===== config.mk =====
export PLATFORM = sky130hd
export DESIGN_NAME = edit_port_arbiter
export DESIGN_NICKNAME = d
export VERILOG_FILES = /design/src/rtl/edit_pkg.sv /design/src/rtl/bcd_step.sv /design/src/rtl/edit_port_arbiter.sv
export SDC_FILE = /design/constraint.sdc
export NUM_CORES = 1
export LEC_CHECK = 0
export ABC_CLOCK_PERIOD_IN_PS = 7810
export BUFFER_PORTS_ARGS = -buffer_cell sky130_fd_sc_hd__buf_2
export CAP_MARGIN = 20
export CORE_MARGIN = 5
export CORE_UTILIZATION = 45
export DETAILED_ROUTE_END_ITERATION = 10
export HOLD_SLACK_MARGIN = 0.1
export PLACE_DENSITY_LB_ADDON = 0.25
export SYNTH_ARGS = -nofsm -noshare
export SYNTH_HDL_FRONTEND = slang
export SYNTH_SLANG_ARGS = --single-unit
export TNS_END_PERCENT = 100

===== constraint.sdc =====
create_clock -name CLK -period 7.81 [get_ports CLK]
set_clock_uncertainty 0.15 [all_clocks]
set_input_delay 0.3905 -clock CLK [delete_from_list [all_inputs] [get_ports CLK]]
set_output_delay 0.3905 -clock CLK [all_outputs]
set_load 0.1 [all_outputs]

===== src/rtl/edit_pkg.sv =====
// Shared constants, field table and FSM state type for the keyboard edit port arbiter.
package edit_pkg;

    typedef enum logic [1:0] {
        StIdle,
        StCalc,
        StWrVal,
        StWrPtr
    } state_t;

    localparam int unsigned NumFields = 9;
    localparam logic [3:0]  LastIdx   = 4'd8;

    // PS/2 scancodes
    localparam logic [7:0] KeyEnter = 8'h5A;
    localparam logic [7:0] KeyUp    = 8'h75;
    localparam logic [7:0] KeyDown  = 8'h72;
    localparam logic [7:0] KeyRight = 8'h74;
    localparam logic [7:0] KeyLeft  = 8'h6B;
    localparam logic [7:0] KeyBreak = 8'hF0;

    // Port IDs
    localparam logic [7:0] PortPtr   = 8'h0E;
    localparam logic [7:0] PortFirst = 8'h02;
    localparam logic [7:0] PortLast  = 8'h0A;

    // BCD range limits
    localparam logic [7:0] Bcd00 = 8'h00;
    localparam logic [7:0] Bcd01 = 8'h01;
    localparam logic [7:0] Bcd12 = 8'h12;
    localparam logic [7:0] Bcd23 = 8'h23;
    localparam logic [7:0] Bcd31 = 8'h31;
    localparam logic [7:0] Bcd59 = 8'h59;
    localparam logic [7:0] Bcd99 = 8'h99;

    function automatic logic [7:0] field_port(input logic [3:0] idx);
        return PortFirst + {4'h0, idx};
    endfunction

    function automatic logic [7:0] field_ptr(input logic [3:0] idx);
        case (idx)
            4'd0:    return 8'h21;
            4'd1:    return 8'h22;
            4'd2:    return 8'h23;
            4'd3:    return 8'h24;
            4'd4:    return 8'h25;
            4'd5:    return 8'h26;
            4'd6:    return 8'h41;
            4'd7:    return 8'h42;
            default: return 8'h43;
        endcase
    endfunction

    function automatic logic [7:0] field_min(input logic [3:0] idx);
        case (idx)
            4'd3, 4'd4: return Bcd01;
            default:    return Bcd00;
        endcase
    endfunction

    function automatic logic [7:0] field_max(input logic [3:0] idx);
        case (idx)
            4'd2, 4'd8: return Bcd23;
            4'd3:       return Bcd31;
            4'd4:       return Bcd12;
            4'd5:       return Bcd99;
            default:    return Bcd59;
        endcase
    endfunction

    // Day and month cannot be zero, so they power up at 01.
    function automatic logic [7:0] shadow_init(input logic [3:0] idx);
        return (idx == 4'd3 || idx == 4'd4) ? Bcd01 : Bcd00;
    endfunction

    function automatic logic is_key(input logic [7:0] code);
        return code == KeyEnter || code == KeyUp || code == KeyDown ||
               code == KeyRight || code == KeyLeft;
    endfunction

endpackage


===== src/rtl/bcd_step.sv =====
// Two-digit BCD up/down step with wrap-around inside [min, max].
module bcd_step (
    input  logic [7:0] value,
    input  logic [7:0] min,
    input  logic [7:0] max,
    input  logic       dir,
    output logic [7:0] next_value
);

    logic valid;

    // Invalid or out-of-range values snap to min regardless of direction.
    always_comb begin
        valid = (value[7:4] <= 4'd9) && (value[3:0] <= 4'd9) && (value >= min) && (value <= max);
        next_value = min;
        if (valid) begin
            if (dir) begin
                if (value == max)            next_value = min;
                else if (value[3:0] == 4'd9) next_value = {value[7:4] + 4'd1, 4'h0};
                else                         next_value = value + 8'd1;
            end else begin
                if (value == min)            next_value = max;
                else if (value[3:0] == 4'd0) next_value = {value[7:4] - 4'd1, 4'h9};
                else                         next_value = value - 8'd1;
            end
        end
    end

endmodule


===== src/rtl/edit_port_arbiter.sv =====
// Keyboard field editor sharing the display register write port with the CPU.
module edit_port_arbiter
    import edit_pkg::*;
(
    input  logic       CLK,
    input  logic       RST,
    input  logic       KEY_STB,
    input  logic [7:0] TecladoREG,
    input  logic [7:0] TecladoREG_ANTERIOR,
    input  logic       CPU_WS,
    input  logic [7:0] CPU_ID,
    input  logic [7:0] CPU_DATA,
    output logic       WRITE_STROBE,
    output logic [7:0] POR_ID,
    output logic [7:0] OUT_PORT,
    output logic       EDIT_MODE,
    output logic       BUSY
);

    state_t     state_q, state_d;
    logic       edit_q, edit_d;
    logic [3:0] idx_q, idx_d;
    logic [7:0] code_q, code_d;
    logic [7:0] val_q, val_d;
    logic       ws_q, ws_d;
    logic [7:0] id_q, id_d;
    logic [7:0] dat_q, dat_d;
    logic [7:0] shadow_q [NumFields];
    logic [7:0] shadow_d [NumFields];

    logic       accept;
    logic       ed_val_wr;
    logic       cpu_hit;
    logic [3:0] cpu_slot;
    logic [7:0] step_value;

    bcd_step u_bcd_step (
        .value      (shadow_q[idx_q]),
        .min        (field_min(idx_q)),
        .max        (field_max(idx_q)),
        .dir        (code_q == KeyUp),
        .next_value (step_value)
    );

    assign cpu_hit  = CPU_WS && (CPU_ID >= PortFirst) && (CPU_ID <= PortLast);
    assign cpu_slot = CPU_ID[3:0] - 4'd2;
    // Outside edit mode only enter is meaningful.
    assign accept   = KEY_STB && (TecladoREG_ANTERIOR != KeyBreak) && is_key(TecladoREG) &&
                      (edit_q || TecladoREG == KeyEnter);

    // Next-state, arbitration and merged-port selection; CPU always wins the port.
    always_comb begin
        state_d   = state_q;
        edit_d    = edit_q;
        idx_d     = idx_q;
        code_d    = code_q;
        val_d     = val_q;
        ws_d      = 1'b0;
        id_d      = id_q;
        dat_d     = dat_q;
        ed_val_wr = 1'b0;
        if (CPU_WS) begin
            ws_d  = 1'b1;
            id_d  = CPU_ID;
            dat_d = CPU_DATA;
        end
        case (state_q)
            StIdle: begin
                if (accept) begin
                    code_d  = TecladoREG;
                    state_d = StCalc;
                end
            end
            StCalc: begin
                unique case (code_q)
                    KeyEnter: begin
                        edit_d = !edit_q;
                        if (!edit_q) idx_d = 4'd0;
                        state_d = StWrPtr;
                    end
                    KeyRight: begin
                        idx_d   = (idx_q == LastIdx) ? 4'd0 : idx_q + 4'd1;
                        state_d = StWrPtr;
                    end
                    KeyLeft: begin
                        idx_d   = (idx_q == 4'd0) ? LastIdx : idx_q - 4'd1;
                        state_d = StWrPtr;
                    end
                    KeyUp, KeyDown: begin
                        val_d   = step_value;
                        state_d = StWrVal;
                    end
                    default: state_d = StIdle;
                endcase
            end
            StWrVal: begin
                if (!CPU_WS) begin
                    ws_d      = 1'b1;
                    id_d      = field_port(idx_q);
                    dat_d     = val_q;
                    ed_val_wr = 1'b1;
                    state_d   = StIdle;
                end
            end
            StWrPtr: begin
                if (!CPU_WS) begin
                    ws_d    = 1'b1;
                    id_d    = PortPtr;
                    dat_d   = edit_q ? field_ptr(idx_q) : 8'h00;
                    state_d = StIdle;
                end
            end
            default: state_d = StIdle;
        endcase
    end

    // Shadow copies follow every write to the field ports from either source.
    always_comb begin
        shadow_d = shadow_q;
        if (cpu_hit)   shadow_d[cpu_slot] = CPU_DATA;
        if (ed_val_wr) shadow_d[idx_q]    = val_q;
    end

    // Control state and registered merged port.
    always_ff @(posedge CLK or negedge RST) begin
        if (!RST) begin
            state_q <= StIdle;
            edit_q  <= 1'b0;
            idx_q   <= 4'd0;
            code_q  <= 8'h00;
            val_q   <= 8'h00;
            ws_q    <= 1'b0;
            id_q    <= 8'h00;
            dat_q   <= 8'h00;
        end else begin
            state_q <= state_d;
            edit_q  <= edit_d;
            idx_q   <= idx_d;
            code_q  <= code_d;
            val_q   <= val_d;
            ws_q    <= ws_d;
            id_q    <= id_d;
            dat_q   <= dat_d;
        end
    end

    // Shadow register bank.
    always_ff @(posedge CLK or negedge RST) begin
        if (!RST) begin
            for (int i = 0; i < NumFields; i++) shadow_q[i] <= shadow_init(4'(i));
        end else begin
            shadow_q <= shadow_d;
        end
    end

    assign WRITE_STROBE = ws_q;
    assign POR_ID       = id_q;
    assign OUT_PORT     = dat_q;
    assign EDIT_MODE    = edit_q;
    assign BUSY         = (state_q != StIdle);

endmodule


======== Word level (Yosys, flattened, before mapping) ========
Memory sizes are Yosys's and may differ from the RTL's.
Index checks and enable logic that the tools add are counted.
storage, ports and cells
  flip-flop bits (word level) ............. 112
  bits in read-only memories .............. 40
  bits of input ports ..................... 36
  output and inout bits ................... 19
  memories ................................ 1
memory list
  memory            words  bits a word  rd ports  clocked after Yosys merged registers in  write ports  RTL line        source
  (name not given)  8      5            1         0                                        0            edit_pkg.sv:41  case (idx)
cells by class
  add/sub/neg operators ................... 8
  $lt $le $gt $ge ......................... 10
  equal/unequal tests ..................... 25
  muxes and demuxes ....................... 42
  bitwise gates (word level) .............. 2
  reduce and logical (&&, ||, !) cells .... 31
operators by type and width
  cell                   count
  $bwmux W72             2
  $mux W72               2
  $mux W8                18
  $eq A8 B7 Y1 const B   10
  $demux W8 S4           2
  $bmux W8 S4            1
  $pmux W8 S2            2
  $pmux W8 S4            1
  $mux W4                3
  $pmux W4 S3            1
  $ge A5 B5 Y1 const B   2
  $logic_and A1 B1 Y1    10
  $lt A5 B1 Y1 const B   2
  $not A4 Y5             2
  $add A4 B1 Y4 const B  2
  $add A8 B1 Y8 const B  1
  $eq A4 B2 Y1 const B   2
  $eq A4 B3 Y1 const B   2
  $eq A4 B4 Y1 const B   2
  $eq A8 B1 Y1           1
  $eq A8 B8 Y1           1
  $ge A8 B1 Y1           1
  $ge A8 B2 Y1 const B   1
  $le A4 B4 Y1 const B   2
  24 further kinds       45

======== Longest topological paths before layout ========
Gate-level depths: netlist (run 1).
  depth after elaboration ................. 10
  mapped depth ............................ 18

======== By module ========
Synthesis (run 1) repeated with hierarchy kept, for this count alone.
second synthesis, totals
  cell total of the unflattened synthesis .. 817
  area total of the unflattened synthesis .. 7467.2 sq um
modules (own cells, without submodules)
  module             instances  cells each  area an instance (sq um)  seq. area each (sq um)
  edit_port_arbiter  1          668         6407.4                    2805.2
  bcd_step           1          149         1059.8                    0.0

======== Worst setup path after synthesis (run 1) ========
No wires, ideal clock.
  path type ............................... reg2reg
  from .................................... reg idx_q[0]
  to ...................................... reg val_q[0]
  arrival ................................. 3542 ps
  data required time ...................... 7536 ps
  setup slack ............................. 3994 ps
  stages on the path, launching flop included .. 16
  buffers on the path ..................... 4
  clock period less this slack ............ 3816 ps
  cell sequence ........................... dfrtp_1 buf_6 buf_4 buf_6 buf_2 a211oi_1 o31ai_1 inv_1 ha_1 nand2_1 o21ai_0 a221oi_1 o22ai_1 a211o_1 or2_4 o31a_1
between the ends
  longest elaborated chain between the ends .. 9
  elaborated cells on any way between the ends .. 32
RTL lines
  element                                         RTL line                        source
  from (decl)                                     edit_port_arbiter.sv:22         logic [3:0] idx_q, idx_d;
  from (signal assigned)                          edit_port_arbiter.sv:138        idx_q <= idx_d;
  $not A4 Y5 (implied by the code)                edit_port_arbiter.sv:38         .value (shadow_q[idx_q]),
  $bmux W8 S4                                     edit_port_arbiter.sv:38
  $mux W8 (implied by the code) (2 in series)     edit_port_arbiter.sv:38
  $sub A8 B1 Y8 (tied with other cells)           bcd_step.sv:24                  else next_value = value - 8'd1;
  $mux W8 (tied with other cells)                 bcd_step.sv:23                  else if (value[3:0] == 4'd0) next_value = {value[7:4] - 4'd1, 4'h9};
  $mux W8 (tied with other cells)                 bcd_step.sv:22                  if (value == min) next_value = max;
  $mux W8 or $logic_and A1 B1 Y1 (tied branches)  bcd_step.sv:17, bcd_step.sv:14
  $mux W8 (*)                                     bcd_step.sv:16                  if (valid) begin
  to (signal assigned)                            edit_port_arbiter.sv:140        val_q <= val_d;
  to (decl)                                       edit_port_arbiter.sv:24         logic [7:0] val_q, val_d;
Mark *: on every way between the ends. The rest lies on a longest branch, timed or not. The select of a mux whose other input is x is not followed.
A chain may end at the register's enable or synchronous reset.

======== Worst setup path in the final report (run 1) ========
  from .................................... reg idx_q[2]
  to ...................................... reg val_q[0]
Same word-level chain as after synthesis.

==> results of run 1 <==
[critical path, delay by kind of cell, from the launching register on]
kind            cells  cell delay (ns)
compound gates      8             2.25
flops               1             0.96
buf+inv             2             0.58
fa+ha+maj           1             0.35
simple gates        2             0.34
[cells in the final DEF (no fill, tap or decap), drive strengths merged, types with 6 or more instances in the layout]
master,synthesis,layout
o221ai,9,9
inv,30,31
buf,24,66
nor2,30,30
nand4,7,7
mux2i,101,101
nand2b,9,9
nand3,23,23
nand2,111,111
clkbuf,36,11
dfrtp,110,110
nor2b,10,10
a211oi,7,7
a21oi,40,40
o22ai,7,7
ha,22,22
nor3,10,10
mux2,10,10
nor4,11,11
o211ai,6,6
o21ai,110,110
[Yosys cell counts (10+ instances only)]
cell type,number,share of area (%)
mux2i_1,101,14
nand2_1,110,5.8
o21ai_0,102,7.1
ha_1,22,3.8
nor2_1,30,1.6
dfrtp_1,110,38
nor4_1,10,0.87
clkbuf_1,36,1.9
nand3_1,23,1.6
buf_1,13,0.68
inv_1,29,1.5
a21oi_1,40,2.8
nor2b_1,10,0.87
[through the flow]
| stage | hold slack (ns) | setup slack (ns) | power (mW) | instances | util [%] |
|---|---|---|---|---|---|
| global placement | 0.2930 | 3.226 | 0.8223 | 1029 | 47.98 |
| floorplan | -0.05509 | 3.994 | 0.7634 | 808 | - |
| detailed placement | 0.3002 | 3.130 | 0.8221 | 1030 | 48.02 |
| CTS | 0.1178 | 3.124 | 1.281 | 1047 | 49.95 |
| global route | 0.1387 | 2.699 | 1.323 | 1047 | 49.95 |
| finish | 0.1291 | 3.062 | 1.271 | 1047 | 49.95 |
[how the worst max path moves through the flow]
stage | cells after the start | from | slack (ns) | end
final | 13 | idx_q[2] | 3.06 | val_q[0]
after global placement | 13 | idx_q[2] | 3.23 | val_q[0]
after global routing | 13 | idx_q[2] | 2.70 | val_q[7]
after CTS | 13 | idx_q[2] | 3.12 | val_q[0]
after detailed placement | 13 | idx_q[2] | 3.13 | val_q[0]
after floorplan | 15 | idx_q[0] | 3.99 | val_q[0]
[per-layer routing]
layer / GRT usage, % / routed length, µm
met1: 30.91 / 9300
met2: 36.19 / 9399
met3: 3.479 / 1101
met4: 8.119 / 607
met5: 0 / 0
[cell families (layout without fill, tap and decap cells)]
kind of cell / count (synthesis) / count (layout)
simple gates: 238 / 238
compound gates: 228 / 228
flops: 112 / 112
mux: 111 / 111
buf+inv: 91 / 114
fa+ha+maj: 22 / 22
xor+xnor: 6 / 6
[registers in the layout, indices dropped and copies added (netlist names), 2 cells and up, named ones only]
name,flops
OUT_PORT,7
state_q,2
val_q,8
shadow_q,72
POR_ID,7
idx_q,4
code_q,8
[report_power, final]
part | total [mW] | switching, mW | leakage [nW] | internal (mW)
Combinational | 0.191 | 0.140 | 1.98 | 0.0506
Sequential | 0.621 | 0.0150 | 1.50 | 0.606
Clock | 0.460 | 0.228 | 0.137 | 0.231
[cell type report]
cell class	count	area, µm²	area share [%]
well taps	216	270.3	3.431
flip-flops and latches	112	2806	35.63
clock buffers	11	242.7	3.081
multi-input cells	605	4018	51.00
repair buffers	67	372.9	4.733
inverters	31	116.4	1.477
clock inverters	5	51.30	0.6512
==> flow_summary_export.csv, run 1 <==
group,metric,value,unit
setup_path,timing.critical_path.slowest_cell_delay,0.96,ns
grt,grt_antenna_before_repair,0,
final_layout,finish.net_count,884,
setup_path,r2r_cells,13,
clock_tree,ctsHtreeMaxLevel,3,
die,chipWidth,136.2,µm
clock_tree,path_clk_slew,0.08,ns
route,detailedRoute.firstPassIterationCount,8,
clock_tree,cts_root_buffer,"clkbuf_16",
pwr,cellLeakagePower,3.616,nW
sta,finalCriticalPeriod,4.748,ns
placed_design,postPlaceCellArea,0.007574,mm²
logic_synthesis,ys_types,74,
final_layout,nFillCells,1550,
pwr,power_per_cell_area,161.4,mW/mm²
setup_path,cp.arrival,4.85,ns
setup_path,crit_path_start_kind,"register",
die,fp.dieH,136.2,µm
route,vias_per_cell,5.748,
sta,report.final.setup_viol,0,
min_path,min_delay_worst_type,"input port to register",
grt,grt_pass1_wl,32.22,mm
sta,worst_pin_slew,1.119,ns
final_layout,proportion_of_layout_cells_with_a_drive_suffix_above_1,13.36,%
clock_tree,ctsHoldBuffers,1,
setup_path,crit-reg2reg-launch,"idx_q[2]",
setup_path,worst_r2r_endpoint,"val_q[0]",
grt,grt.overflow.total,0,
die,rows,46,
logic_synthesis,synth_compound_area_share,19.17,%
pwr,vdd_ir_drop_max,0.0001131,V
min_path,hold_worst_path_end,"POR_ID[5]",
logic_synthesis,count_of_flip_flops_with_a_built_in_enable_after_synthesis,0,
route,final_antenna_net_count,0,
logic_synthesis,syn_area,0.007172,mm²
min_path,timing.hold.worst_path_depth,2,
setup_path,critical_path_peak_fanout,29,
run_status,result_of_the_run,"complete, no violations",
route,routed_wl,20.41,mm
placed_design,io_buffers,54,
final_layout,syn2layout_area_growth,9.840,%
die,design.core.area,0.01577,mm²
die,io_pins,55,
clock_tree,worst_skew_pair.late_latency,0.36,ns
clock_tree,cts_tree,"built",
route,drc_errors,0,
placed_design,dp_hpwl,14.71,mm
logic_synthesis,synth_async_sr_flop_share,100.0,%
grt,globalRouteTotalUtil,22.53,%
setup_path,critPathCaptureType,"register",
logic_synthesis,synth_seq_cells,112,
logic_synthesis,synthesis.yosys.warnings,0,
logic_synthesis,synth.avg_cell_area,8.876,µm²
setup_path,crit_path_frequent_cell,"inv_1",
logic_synthesis,post_synth_xor_area_fraction,0.7327,%
sta,drv_slew,0,
setup_path,critPathKind,"register to register",
placed_design,routability_congestion_estimate_from_global_placement,0.9413,
route,wl_per_cell,19.49,µm
final_layout,ant_cells,0,
run,drv_cap,0,
clock_tree,cts-root-to-sink-buffers,2,
logic_synthesis,synthCells,808,
setup_path,critical_path.cell_chain,"inv_1 > a21oi_1 > a211oi_1 > o31ai_1 > inv_1 > ha_1 > nand2_1 > o21ai_0 > a221oi_1 > o22ai_1 > a211o_1 > or2_4 > o31a_1",
grt,vias_in_the_first_global_route,5773,
setup_path,worst-endpoint-required,7.91,ns
clock_tree,number_of_buffers_created_by_cts,9,
setup_path,worst_path_max_delay_cell,"dfrtp_1",
min_path,worst_hold_startpoint,"CPU_ID[5]",
route,vias,6018,
logic_synthesis,synth_mux_area_share,15.72,%
sta,fmax,210.6,MHz
sta,rsz0062_at_grt,"no",
logic_synthesis,ys_seq_area_share,39.11,%
die,die_area,0.01856,mm²
sta,worst_slew_margin_rel,24.85,%
logic_synthesis,ys_dominant_reg_cell,"dfrtp_1",
logic_synthesis,mappedNetlistNets,866,
sta,hold_viol_final,0,
logic_synthesis,largest_family_of_logic_cells_by_synthesized_area,"compound AO/OA/AOI/OAI gates",
logic_synthesis,synth_simple_gate_area_share,15.95,%
setup_path,r2r_setup_slack,3.06,ns
clock_tree,cts.sinks,112,
grt,grt_max_degree,61,
logic_synthesis,synth-adder-area-share,3.838,%
die,initial_utilization,45.48,%
sta,finalSetupTns,0,ns
sta,min_period_over_period,60.80,%
clock_tree,cts-resized-gates,0,
route,initialDrtViolationCount,558,
final_layout,finalInstanceArea,0.007878,mm²
clock_tree,postCtsSetupRepairBufs,0,
Power figures use the tool's default switching activity.
==> inputs of run 2 (changes only) <==
Settings changed: ABC_CLOCK_PERIOD_IN_PS 7810 to 4900.
Clock period 7.81 ns to 4.9 ns, I/O delays scaled along.
==> flow_summary_export.csv, run 2 (synthesis results as in run 1) <==
group,metric,value,unit
run_status,result_of_the_run,"complete, no violations",
sta,finalSetupTns,0,ns
pwr,vdd_ir_drop_max,0.0002419,V
clock_tree,number_of_buffers_created_by_cts,9,
setup_path,critical_path_origin,"idx_q[0]",
sta,min_period_over_period,86.65,%
die,fp.dieH,136.2,µm
grt,grt_max_degree,71,
clock_tree,cts.sinks,112,
route,detailedRoute.firstPassIterationCount,5,
die,initial_utilization,45.48,%
final_layout,final_common_cell,"nand2_1",
clock_tree,ctsHtreeMaxLevel,3,
final_layout,syn2layout_area_growth,13.05,%
clock_tree,cts-root-to-sink-buffers,2,
final_layout,final_cell_mix,"nand2_1, dfrtp_1, o21ai_0",
route,routed_wl,21.23,mm
clock_tree,path_clk_slew,0.08,ns
clock_tree,postCtsSetupRepairBufs,0,
die,rows,46,
grt,grt_antenna_before_repair,0,
min_path,min_delay_worst_type,"input port to register",
min_path,worst_hold_startpoint,"CPU_DATA[0]",
final_layout,largest_register,"shadow_q",
route,vias,6187,
final_layout,final_cell_utilization_of_the_core,51.41,%
setup_path,worst-endpoint-required,5.00,ns
die,io_pins,55,
sta,report.final.setup_viol,0,
die,die_area,0.01856,mm²
route,wl_per_cell,19.86,µm
route,initialDrtViolationCount,554,
die,chipWidth,136.2,µm
pwr,cellLeakagePower,3.728,nW
sta,worst_slew_margin_rel,27.58,%
setup_path,critical_path_peak_fanout,33,
setup_path,critPathCaptureType,"register",
setup_path,critPathKind,"register to register",
pwr,power_per_cell_area,255.9,mW/mm²
die,design.core.area,0.01577,mm²
clock_tree,cts_root_buffer,"clkbuf_16",
placed_design,io_buffers,54,
sta,worst_pin_slew,1.080,ns
grt,globalRouteTotalUtil,23.72,%
final_layout,finish.net_count,906,
placed_design,routability_congestion_estimate_from_global_placement,0.9394,
run,drv_cap,0,
sta,finalCriticalPeriod,4.246,ns
clock_tree,cts_tree,"built",
route,drc_errors,0,
clock_tree,worst_skew_pair.late_latency,0.37,ns
sta,fmax,235.5,MHz
final_layout,largestRegisters,"shadow_q x72, code_q x8, val_q x8",
final_layout,ant_cells,0,
final_layout,flip_flop_count_of_the_largest_register_after_layout,72,
grt,vias_in_the_first_global_route,5965,
placed_design,dp_hpwl,14.96,mm
route,vias_per_cell,5.788,
sta,hold_viol_final,0,
route,final_antenna_net_count,0,
grt,grt_pass1_wl,34.29,mm
setup_path,crit_path_start_kind,"register",
clock_tree,cts-resized-gates,0,
setup_path,cp.arrival,4.34,ns
final_layout,nFillCells,1499,
sta,drv_slew,0,
sta,rsz0062_at_grt,"no",
setup_path,crit-reg2reg-launch,"idx_q[0]",
final_layout,proportion_of_layout_cells_with_a_drive_suffix_above_1,14.07,%
grt,grt.overflow.total,0,
run 2: area by class of cell:
cell class,instances,area [µm²],area share (%)
multi-input combinational,605,4035,49.77
sequential,112,2806,34.61
timing repair buffer,89,573.1,7.068
tap,216,270.3,3.333
clock buffer,10,239.0,2.948
inverter,31,116.4,1.435
clock inverter,6,67.56,0.8333
run 2: stage by stage:
step           hold slack, ns  std cells  power [mW]  cell area [µm²]  setup slack [ns]
2_1_floorplan         -0.2006        808       1.217             7172             1.084
3_3_place_gp           0.2931       1038       1.311             7651            0.8311
3_5_place_dp           0.2889       1038       1.311             7651            0.7322
4_1_cts                0.1098       1069       2.088             8108            0.7079
5_1_grt                0.1407       1069       2.155             8108            0.4470
6_report               0.1160       1069       2.074             8108            0.6542
run 2: where the power goes:
group | total, mW | switching, mW | internal (mW) | leakage [nW]
Clock | 0.769 | 0.391 | 0.378 | 0.150
Sequential | 0.990 | 0.0249 | 0.965 | 1.50
Combinational | 0.316 | 0.227 | 0.0888 | 2.08
Total | 2.07 | 0.643 | 1.43 | 3.73
run 2: what timing repair did:
action | CTS | global route
hold buffers | 15 | 0
endpoints found under the setup margin | 0 | 0
hold endpoints to repair | 82 | 0
run 2: routing by layer:
layer | up-vias | global-route usage, % | wire length (µm)
met5 | - | 0 | 0
met4 | 0 | 5.599 | 335
met3 | 21 | 3.775 | 1146
met2 | 197 | 38.58 | 9990
met1 | 2970 | 33.33 | 9760
li1 | 2999 | - | -
run 2: final timing paths:
kind / depth (start not counted) / slack (ns) / endpoint
max: 13 / 0.65 / val_q[0]
min: 3 / 0.12 / OUT_PORT[0]
max reg2reg: 13 / 0.65 / val_q[0]
min reg2reg: 1 / 0.32 / code_q[6]
max in group asynchronous: 3 / 3.07 / shadow_q[55]
min in group asynchronous: 2 / 0.41 / code_q[1]
run 2: critical path: stages (launching register included):
cell and delay (ns):
dfrtp_2 0.88, inv_2 0.13, a21oi_1 0.18, a211oi_1 0.07, o22ai_1 0.56, inv_1 0.23
ha_1 0.37, a21oi_1 0.15, o21ai_0 0.11, a221oi_1 0.32, o22ai_1 0.12, a211o_1 0.29
or2_4 0.27, o31a_1 0.30
